### config.mk
export PLATFORM = sky130hd
export DESIGN_NAME = aes_round_stream
export DESIGN_NICKNAME = d
export VERILOG_FILES = /design/src/rtl/aes_round_stream.sv
export SDC_FILE = /design/constraint.sdc
export NUM_CORES = 2
export LEC_CHECK = 0
export CORE_MARGIN = 1.5
export CORE_UTILIZATION = 28
export CTS_CLUSTER_DIAMETER = 60
export DETAILED_ROUTE_END_ITERATION = 10
export SYNTH_ARGS = -nofsm -noshare
export SYNTH_HDL_FRONTEND = slang
export SYNTH_SLANG_ARGS = --single-unit
### constraint.sdc
create_clock -name clk -period 37.2 [get_ports clk]
set_input_delay 3.72 -clock clk [delete_from_list [all_inputs] [get_ports clk]]
set_output_delay 3.72 -clock clk [all_outputs]
set_load 0.02 [all_outputs]
### src/rtl/aes_round_stream.sv
// -----------------------------------------------------------------------------
// aes_round_stream
//
// One AES encryption round per accepted beat, with valid/ready flow control:
// SubBytes -> ShiftRows -> MixColumns (skipped on the final round) ->
// AddRoundKey. The round key, final-round flag and a user tag travel with
// each beat. SB_REG selects a 2-stage pipe (register after SubBytes) or a
// 1-stage pipe (SubBytes feeds the output register combinationally).
//
// Parameters
//   SB_REG     1 = register after SubBytes (latency 2), 0 = latency 1
//   TAG_W      width of the user tag
//
// Ports
//   clk, rst_n        clock; synchronous active-low reset
//   sys_en            global enable; low freezes all state and handshakes
//   in_valid/ready    input handshake
//   in_state/key      state before this round and its round key
//   in_last, in_tag   final-round flag and user tag of the beat
//   out_valid/ready   output handshake
//   out_state         round result
//   out_tag, out_last side fields of the beat on out_state
//
// Optional build macro AES_ROUND_STREAM_DBG_EN adds dbg_sb, dbg_sr and
// dbg_mc: the SubBytes/ShiftRows/MixColumns intermediates of the beat on
// out_state, held in the output stage.
//
// Also contains the combinational helpers aes_shiftrows, aes_mixcolumns and
// aes_addroundkey. Byte n of a state sits at [127-8n -: 8], column-major,
// so byte (row r, column c) is n = 4c + r.
// -----------------------------------------------------------------------------

// ShiftRows: row r rotates left by r columns.
module aes_shiftrows (
    input  logic [127:0] state_i,
    output logic [127:0] state_o
);
    always_comb begin
        // NOTE: every output written in always_comb gets a default first so no latch is inferred.
        state_o = '0;
        for (int c = 0; c < 4; c++) begin
            for (int r = 0; r < 4; r++) begin
                state_o[127 - 8*(4*c + r) -: 8] = state_i[127 - 8*(4*((c + r) % 4) + r) -: 8];
            end
        end
    end
endmodule

// MixColumns: each column multiplied by the fixed circulant {02,03,01,01}.
module aes_mixcolumns (
    input  logic [127:0] state_i,
    output logic [127:0] state_o
);
    function automatic logic [7:0] xtime(input logic [7:0] b);
        return {b[6:0], 1'b0} ^ (b[7] ? 8'h1b : 8'h00);
    endfunction

    for (genvar c = 0; c < 4; c++) begin : g_col
        logic [7:0] a0, a1, a2, a3;
        assign a0 = state_i[127 - 32*c -: 8];
        assign a1 = state_i[119 - 32*c -: 8];
        assign a2 = state_i[111 - 32*c -: 8];
        assign a3 = state_i[103 - 32*c -: 8];

        assign state_o[127 - 32*c -: 8] = xtime(a0) ^ xtime(a1) ^ a1 ^ a2 ^ a3;
        assign state_o[119 - 32*c -: 8] = a0 ^ xtime(a1) ^ xtime(a2) ^ a2 ^ a3;
        assign state_o[111 - 32*c -: 8] = a0 ^ a1 ^ xtime(a2) ^ xtime(a3) ^ a3;
        assign state_o[103 - 32*c -: 8] = xtime(a0) ^ a0 ^ a1 ^ a2 ^ xtime(a3);
    end
endmodule

// AddRoundKey: plain XOR with the round key.
module aes_addroundkey (
    input  logic [127:0] state_i,
    input  logic [127:0] key_i,
    output logic [127:0] state_o
);
    assign state_o = state_i ^ key_i;
endmodule

module aes_round_stream #(
    parameter int unsigned SB_REG = 1,
    parameter int unsigned TAG_W  = 4
) (
    input  logic             clk,
    input  logic             rst_n,
    input  logic             sys_en,
    input  logic             in_valid,
    output logic             in_ready,
    input  logic [127:0]     in_state,
    input  logic [127:0]     in_key,
    input  logic             in_last,
    input  logic [TAG_W-1:0] in_tag,
    output logic             out_valid,
    input  logic             out_ready,
    output logic [127:0]     out_state,
    output logic [TAG_W-1:0] out_tag,
    output logic             out_last
`ifdef AES_ROUND_STREAM_DBG_EN
    ,
    output logic [127:0]     dbg_sb,
    output logic [127:0]     dbg_sr,
    output logic [127:0]     dbg_mc
`endif
);

    // Forward S-box, byte 0x00 in the top byte of the table.
    localparam logic [2047:0] SBOX_TBL = {
        128'h637c777bf26b6fc53001672bfed7ab76,
        128'hca82c97dfa5947f0add4a2af9ca472c0,
        128'hb7fd9326363ff7cc34a5e5f171d83115,
        128'h04c723c31896059a071280e2eb27b275,
        128'h09832c1a1b6e5aa0523bd6b329e32f84,
        128'h53d100ed20fcb15b6acbbe394a4c58cf,
        128'hd0efaafb434d338545f9027f503c9fa8,
        128'h51a3408f929d38f5bcb6da2110fff3d2,
        128'hcd0c13ec5f974417c4a77e3d645d1973,
        128'h60814fdc222a908846eeb814de5e0bdb,
        128'he0323a0a4906245cc2d3ac629195e479,
        128'he7c8376d8dd54ea96c56f4ea657aae08,
        128'hba78252e1ca6b4c6e8dd741f4bbd8b8a,
        128'h703eb5664803f60e613557b986c11d9e,
        128'he1f8981169d98e949b1e87e9ce5528df,
        128'h8ca1890dbfe6426841992d0fb054bb16
    };

    // Entry b lives at bit offset 8*(255-b); 255-b is simply ~b.
    function automatic logic [7:0] sbox(input logic [7:0] b);
        return SBOX_TBL[{~b, 3'b000} +: 8];
    endfunction

    function automatic logic [127:0] sub_bytes(input logic [127:0] s);
        logic [127:0] r;
        r = '0;
        for (int i = 0; i < 16; i++) begin
            r[8*i +: 8] = sbox(s[8*i +: 8]);
        end
        return r;
    endfunction

    // ---------------------------------------------------------------------
    // Stage B (output register) control. It loads when empty or when its
    // beat is being taken this cycle; sys_en low blocks every load.
    // ---------------------------------------------------------------------
    logic             b_valid_q, b_valid_d;
    logic [127:0]     b_state_q, b_state_d;
    logic [TAG_W-1:0] b_tag_q,   b_tag_d;
    logic             b_last_q,  b_last_d;
    logic             b_load;

    assign b_load = sys_en & (~b_valid_q | out_ready);

    // Beat presented to stage B: either stage A's contents or the live input.
    logic             src_valid;
    logic [127:0]     src_sb;
    logic [127:0]     src_key;
    logic             src_last;
    logic [TAG_W-1:0] src_tag;

    if (SB_REG != 0) begin : g_stage_a
        logic             a_valid_q, a_valid_d;
        logic [127:0]     a_sb_q,    a_sb_d;
        logic [127:0]     a_key_q,   a_key_d;
        logic             a_last_q,  a_last_d;
        logic [TAG_W-1:0] a_tag_q,   a_tag_d;
        logic             a_load;

        // Stage A loads when empty or when its beat moves into stage B.
        // in_valid is not in this term, so in_ready never waits on it.
        assign a_load   = sys_en & (~a_valid_q | b_load);
        assign in_ready = rst_n & a_load;

        always_comb begin
            a_valid_d = a_valid_q;
            a_sb_d    = a_sb_q;
            a_key_d   = a_key_q;
            a_last_d  = a_last_q;
            a_tag_d   = a_tag_q;
            if (a_load) begin
                a_valid_d = in_valid;
                if (in_valid) begin
                    a_sb_d   = sub_bytes(in_state);
                    a_key_d  = in_key;
                    a_last_d = in_last;
                    a_tag_d  = in_tag;
                end
            end
        end

        always_ff @(posedge clk) begin
            // NOTE: state registers use non-blocking assignments so every flop samples pre-edge values.
            if (!rst_n) begin
                a_valid_q <= 1'b0;
            end else begin
                a_valid_q <= a_valid_d;
            end
        end

        // NOTE: stage-A payload has no reset; it is only ever consumed when a_valid_q is set.
        always_ff @(posedge clk) begin
            a_sb_q   <= a_sb_d;
            a_key_q  <= a_key_d;
            a_last_q <= a_last_d;
            a_tag_q  <= a_tag_d;
        end

        assign src_valid = a_valid_q;
        assign src_sb    = a_sb_q;
        assign src_key   = a_key_q;
        assign src_last  = a_last_q;
        assign src_tag   = a_tag_q;
    end else begin : g_no_stage_a
        assign in_ready  = rst_n & b_load;
        assign src_valid = in_valid;
        assign src_sb    = sub_bytes(in_state);
        assign src_key   = in_key;
        assign src_last  = in_last;
        assign src_tag   = in_tag;
    end

    // ---------------------------------------------------------------------
    // Round datapath after SubBytes.
    // ---------------------------------------------------------------------
    logic [127:0] sr_w;
    logic [127:0] mc_w;
    logic [127:0] mix_sel;
    logic [127:0] ark_w;

    aes_shiftrows u_shiftrows (
        .state_i (src_sb),
        .state_o (sr_w)
    );

    aes_mixcolumns u_mixcolumns (
        .state_i (sr_w),
        .state_o (mc_w)
    );

    // The final round skips MixColumns.
    assign mix_sel = src_last ? sr_w : mc_w;

    aes_addroundkey u_addroundkey (
        .state_i (mix_sel),
        .key_i   (src_key),
        .state_o (ark_w)
    );

    // ---------------------------------------------------------------------
    // Stage B registers. Payload only changes when a real beat loads, so
    // out_* stay put after a take with nothing behind it.
    // ---------------------------------------------------------------------
    always_comb begin
        b_valid_d = b_valid_q;
        b_state_d = b_state_q;
        b_tag_d   = b_tag_q;
        b_last_d  = b_last_q;
        if (b_load) begin
            b_valid_d = src_valid;
            if (src_valid) begin
                b_state_d = ark_w;
                b_tag_d   = src_tag;
                b_last_d  = src_last;
            end
        end
    end

    always_ff @(posedge clk) begin
        if (!rst_n) begin
            b_valid_q <= 1'b0;
            b_state_q <= '0;
            b_tag_q   <= '0;
            b_last_q  <= 1'b0;
        end else begin
            b_valid_q <= b_valid_d;
            b_state_q <= b_state_d;
            b_tag_q   <= b_tag_d;
            b_last_q  <= b_last_d;
        end
    end

    assign out_valid = b_valid_q;
    assign out_state = b_state_q;
    assign out_tag   = b_tag_q;
    assign out_last  = b_last_q;

`ifdef AES_ROUND_STREAM_DBG_EN
    logic [127:0] dbg_sb_q, dbg_sb_d;
    logic [127:0] dbg_sr_q, dbg_sr_d;
    logic [127:0] dbg_mc_q, dbg_mc_d;

    always_comb begin
        dbg_sb_d = dbg_sb_q;
        dbg_sr_d = dbg_sr_q;
        dbg_mc_d = dbg_mc_q;
        if (b_load && src_valid) begin
            dbg_sb_d = src_sb;
            dbg_sr_d = sr_w;
            dbg_mc_d = mc_w;
        end
    end

    always_ff @(posedge clk) begin
        if (!rst_n) begin
            dbg_sb_q <= '0;
            dbg_sr_q <= '0;
            dbg_mc_q <= '0;
        end else begin
            dbg_sb_q <= dbg_sb_d;
            dbg_sr_q <= dbg_sr_d;
            dbg_mc_q <= dbg_mc_d;
        end
    end

    assign dbg_sb = dbg_sb_q;
    assign dbg_sr = dbg_sr_q;
    assign dbg_mc = dbg_mc_q;
`endif

endmodule

== Yosys cells after proc, flatten, opt, wreduce, memory -nomap -nowiden ==
Index checks and enable logic that the tools add are counted.
W data, S select, Z words.
Word-level totals
  logic and storage cells: 148
  latch bits: 0
  bits of input ports: 266
  bits in writable memories: 0
  output and inout port bits: 135
  memory bits (read-only): 0
  register bits after elaboration: 396
  memories: 0
Cells by class
  add/sub/neg operators: 0
  shift-type cells: 16
  multiply operators: 0
  divide/modulo/power cells: 0
  magnitude comparators: 0
  bitwise gates (word level): 104
  reductions and logical operators: 2
  multiplexer cells: 17
  equal/unequal tests: 0
Operators with widths (number)
  $shiftx A2048 B12 Y8 const A: 16
  $xor A8 B8 Y8: 80
  $mux W128: 1
  $not A8 Y8: 16
  $xor A128 B128 Y128: 1
  $mux W5: 16
  $reduce_and A2 Y1: 2
  $and A1 B1 Y1: 3
  $not A1 Y1: 2
  $or A1 B1 Y1: 2

== Logic depth before layout (Yosys ltp) ==
  depth in word-level cells: 8
  depth in mapped cells: 12
  gate-level depth less buffers: 8

== Cells and area by module ==
A second synthesis with hierarchy kept.
Second synthesis, totals
  cell total of the unflattened synthesis: 10070
  area total of the unflattened synthesis: 74129.8 um2
Modules (own cells, without submodules)
  aes_round_stream: area an instance 66782.8 um2, times used 1, seq. area each 10540.1 um2, cells each 9497
  aes_mixcolumns: area an instance 5265.0 um2, times used 1, seq. area each 0.0 um2, cells each 317
  aes_addroundkey: area an instance 1121.1 um2, times used 1, seq. area each 0.0 um2, cells each 128
  aes_shiftrows: area an instance 960.9 um2, times used 1, seq. area each 0.0 um2, cells each 128

== Worst setup path after synthesis ==
Ideal clock, no wire load.
  path kind: input-to-reg
  start: in out_ready
  end: reg g_stage_a.a_key_q[0], enable pin
  setup slack: 19.909 ns
  library setup time: 0.969 ns
  data arrival time: 16.321 ns
  stages on the path: 2
  data required time: 36.231 ns
  cell sequence: nor2b_1 > a21oi_1
On the way
  cells in the longest elaborated chain, start to end: 5
Ends and longest elaborated chain
  start: declaration: RTL line 95  | input logic out_ready,
  $or A1 B1 Y1: RTL line 151  | assign b_load = sys_en & (~b_valid_q | out_ready);
  $and A1 B1 Y1: RTL line 151
  $or A1 B1 Y1: RTL line 170  | assign a_load = sys_en & (~a_valid_q | b_load);
  $and A1 B1 Y1: RTL line 170
  $reduce_and A2 Y1 (no line)
  end signal: assignment: RTL line 202  | a_key_q <= a_key_d;
  end: declaration: RTL line 163  | logic [127:0] a_key_q, a_key_d;
No other way between the ends.
A chain may end at the register's enable or synchronous reset.

== Worst setup path after layout ==
  start: in out_ready
  end: out in_ready
On the way
  cells in the longest elaborated chain, start to end: 5
Ends and longest elaborated chain
  $or A1 B1 Y1: RTL line 151
  $and A1 B1 Y1: RTL line 151
  $or A1 B1 Y1: RTL line 170
  $and A1 B1 Y1: RTL line 170
  $and A1 B1 Y1: RTL line 171  | assign in_ready = rst_n & a_load;
  end: declaration: RTL line 89  | output logic in_ready,
No other way between the ends.

==> flow_summary.yaml <==
yosys:
  syn_area_um2: 72700
  ys_ff_latch: 396
  yosysTopAreaCellShare: 0.1078
  netlist-cell-type-count: 102
  synth_seq_area_share: 0.1450
  synthArstFlopShare: 0
  yosys.area.top_type: "edfxtp_1"
  syn-num-nets: 10797
  netlist_instances: 10291
  yosysWarningCount: 0
  synth_ff_type: "edfxtp_1"
  synth.avg_cell_area_um2: 7.065
  synth_edf_count: 261
  synthTopCellsByArea: "edfxtp_1 (11%), o21ai_0 (6.7%), a21oi_1 (5.4%)"
cts:
  htreeDepth: 2
  clockBufferDepth: 3
  cts_root_buffer: "clkbuf_16"
  cts_buffers: 57
  clock_latency_ns: 0.72
  cts.reportedPaths.clkPinSlew_ns: 0.06
  cts_tree: "done"
  cts.sinks: 396
  ctsHoldBuffers: 0
  postCtsSetupBuffers: 0
  cts_resized: 0
sta:
  tightest_slew_ns: 1.300
  hold_viol: 0
  holdWs_ns: 0.4624
  rsz0062_at_grt: "false"
  skew_ns: 0.04591
  slew_headroom: 0.1299
  setup_ws_ns: 27.57
  fin_crit_sh: 0.2587
  maxSlewViolCount: 0
  tns_ns: 0
  fmax_ghz: 0.1039
  finalSetupViolCount: 0
  finalWorstPathRequiredPeriod_ns: 9.625
routing:
  wl_per_cell_um: 27.14
  vias: 85841
  viasPerCell: 6.519
  routed_wl_mm: 357.4
  drtIter0Drc: 17941
  ant_nets: 0
  firstDrtPassIters: 10
  drc_errors: 0
power:
  p_clk_frac: 0.253
  powerDensity_nw_per_um2: 28.63
  power_mw: 2.259
  comb_power_share: 0.504
  p_seq_frac: 0.243
  internal-power_mw: 1.264
  p_sw_frac: 0.4407
  p_switching_mw: 0.9959
  p_leak_nw: 27.48
  peakVddDrop_uv: 39.57
worst_setup_path:
  crit_path_start_kind: "input port"
  path_class: "input port to output pin"
  crit_family: "buffers and inverters"
  slowest_delay_ns: 1.01
  critPathMostFrequentCell: "clkdlybuf4s50_1"
  cpMaxStageDelayCell: "clkdlybuf4s50_1"
  endpoint_kind: "output pin"
  reg2reg_slack_ns: 32.90
  crit_arrival_ns: 5.91
  path_cells: "clkdlybuf4s50_1 > nor2b_1 > a21oi_1 > clkdlybuf4s50_1"
  required_ns: 33.48
  r2r_end: "g_stage_a.a_sb_q[101]"
  path_max_fanout: 3
  r2r_cells: 5
  rr_startpoint: "out_valid"
  path_buf_inv: 2
outcome:
  status: "completed"
floorplanning:
  fp.dieH_um: 512.6
  dieArea_um2: 262700
  design.core.area_um2: 257600
  pin_count: 401
  initial_core_util: 0.2822
  die_x_um: 512.6
  placementRows: 186
global_route:
  gr-total-overflow: 0
  grt_max_degree: 132
  grt_pass1_vias: 76208
  met1_usage: 0.3489
  antenna_found_initial: 33
  grt_usage: 0.2544
  busiest_layer: "met2"
  grt_pass1_wl_mm: 523.0
  grtUsageMet2: 0.3814
  met3_usage: 0.05028
place:
  dpl_cell_area_um2: 76920
  place_congestion: 1.026
  dp_hpwl_mm: 246.9
  pre_cts_slack_ns: 27.55
  portBuffers: 400
  place_inst: 13049
hold_path:
  hp-start: "out_last"
  hold_path.class: "flip-flop to flip-flop"
  min_to: "out_last"
  whs_path_depth: 2
cells_and_area:
  area_delta_synth_final_pct: 8.562
  final_common_cell: "o21ai_0"
  final_cell_mix: "o21ai_0 (977), nand2_1 (961), a21oi_1 (789), nor2_1 (718), nor3_1 (419)"
  instances_no_fill: 13167
  nets: 10230
  fin_util: 0.3064
  drive_above_1_share: 0.06017
  design_area_um2: 78930
flow_run:
  drv_cap: 0
[flip-flops by register name, indices dropped and copies added (netlist names)]
signal	count
g_stage_a.a_key_q	128
g_stage_a.a_sb_q	128
out_state	128
out_last	1
g_stage_a.a_last_q	1
out_tag	4
g_stage_a.a_tag_q	4
out_valid	1
g_stage_a.a_valid_q	1
[worst min-delay path: cells and delay by family, from the launching register on]
family,cells,cell delay (ns)
AND/OR/NAND/NOR,1,0.05
AO/OA/AOI/OAI,1,0.06
flip-flops,1,0.31
[routing by layer]
layer,wire length [um],vias up
met5,167,-
met4,19480,26
met3,42060,1143
met2,153100,6750
met1,142600,40167
li1,-,37755
[worst max path at each step]
stage	from	endpoint	cells past startpoint
after floorplan	out_ready	g_stage_a.a_key_q[0]	2
after global placement	out_ready	in_ready	4
after detailed placement	out_ready	in_ready	4
after CTS	out_ready	in_ready	4
after global routing	out_ready	in_ready	4
final	out_ready	in_ready	4
[cells by family after synthesis]
group | after synthesis | share of synthesized area
multiplexers | 182 | 0.03688
flip-flops | 396 | 0.1450
buffers and inverters | 1372 | 0.07954
adder cells (fa/ha/maj) | 240 | 0.04130
AND/OR/NAND/NOR | 3743 | 0.2545
XOR/XNOR | 456 | 0.08608
AO/OA/AOI/OAI | 3902 | 0.3567
[power groups by stage]
stage	Clock, mW	Combinational [mW]	Sequential [mW]
final	0.571	1.14	0.550
after global routing	0.602	1.20	0.553
after CTS	0.590	1.10	0.550
after detailed placement	0	1.10	0.558
after global placement	0	1.11	0.558
after floorplan	0	0.770	0.548
[synthesized netlist by cell type, drive strengths merged, types with 240 or more instances]
cell type and n:
nand2 962, nor2b 289, clkbuf 692, o21ai 1020, a21oi 791, nand3 358, nand2b 323, nor3 419
edfxtp 261, nor2 725, ha 240, buf 520
[final cells by class]
class                           count  area [um2]
Tap cell                         3384        4234
Sequential cell                   396       10540
Clock buffer                       67        1535
Inverter                          160       600.6
Timing Repair Buffer              586        5131
Clock inverter                     40       447.9
Antenna cell                       11       27.53
Multi-Input combinational cell   8523       56410
Fill cell                       27844      178700
No activity file was read; power rests on OpenSTA's default activity.
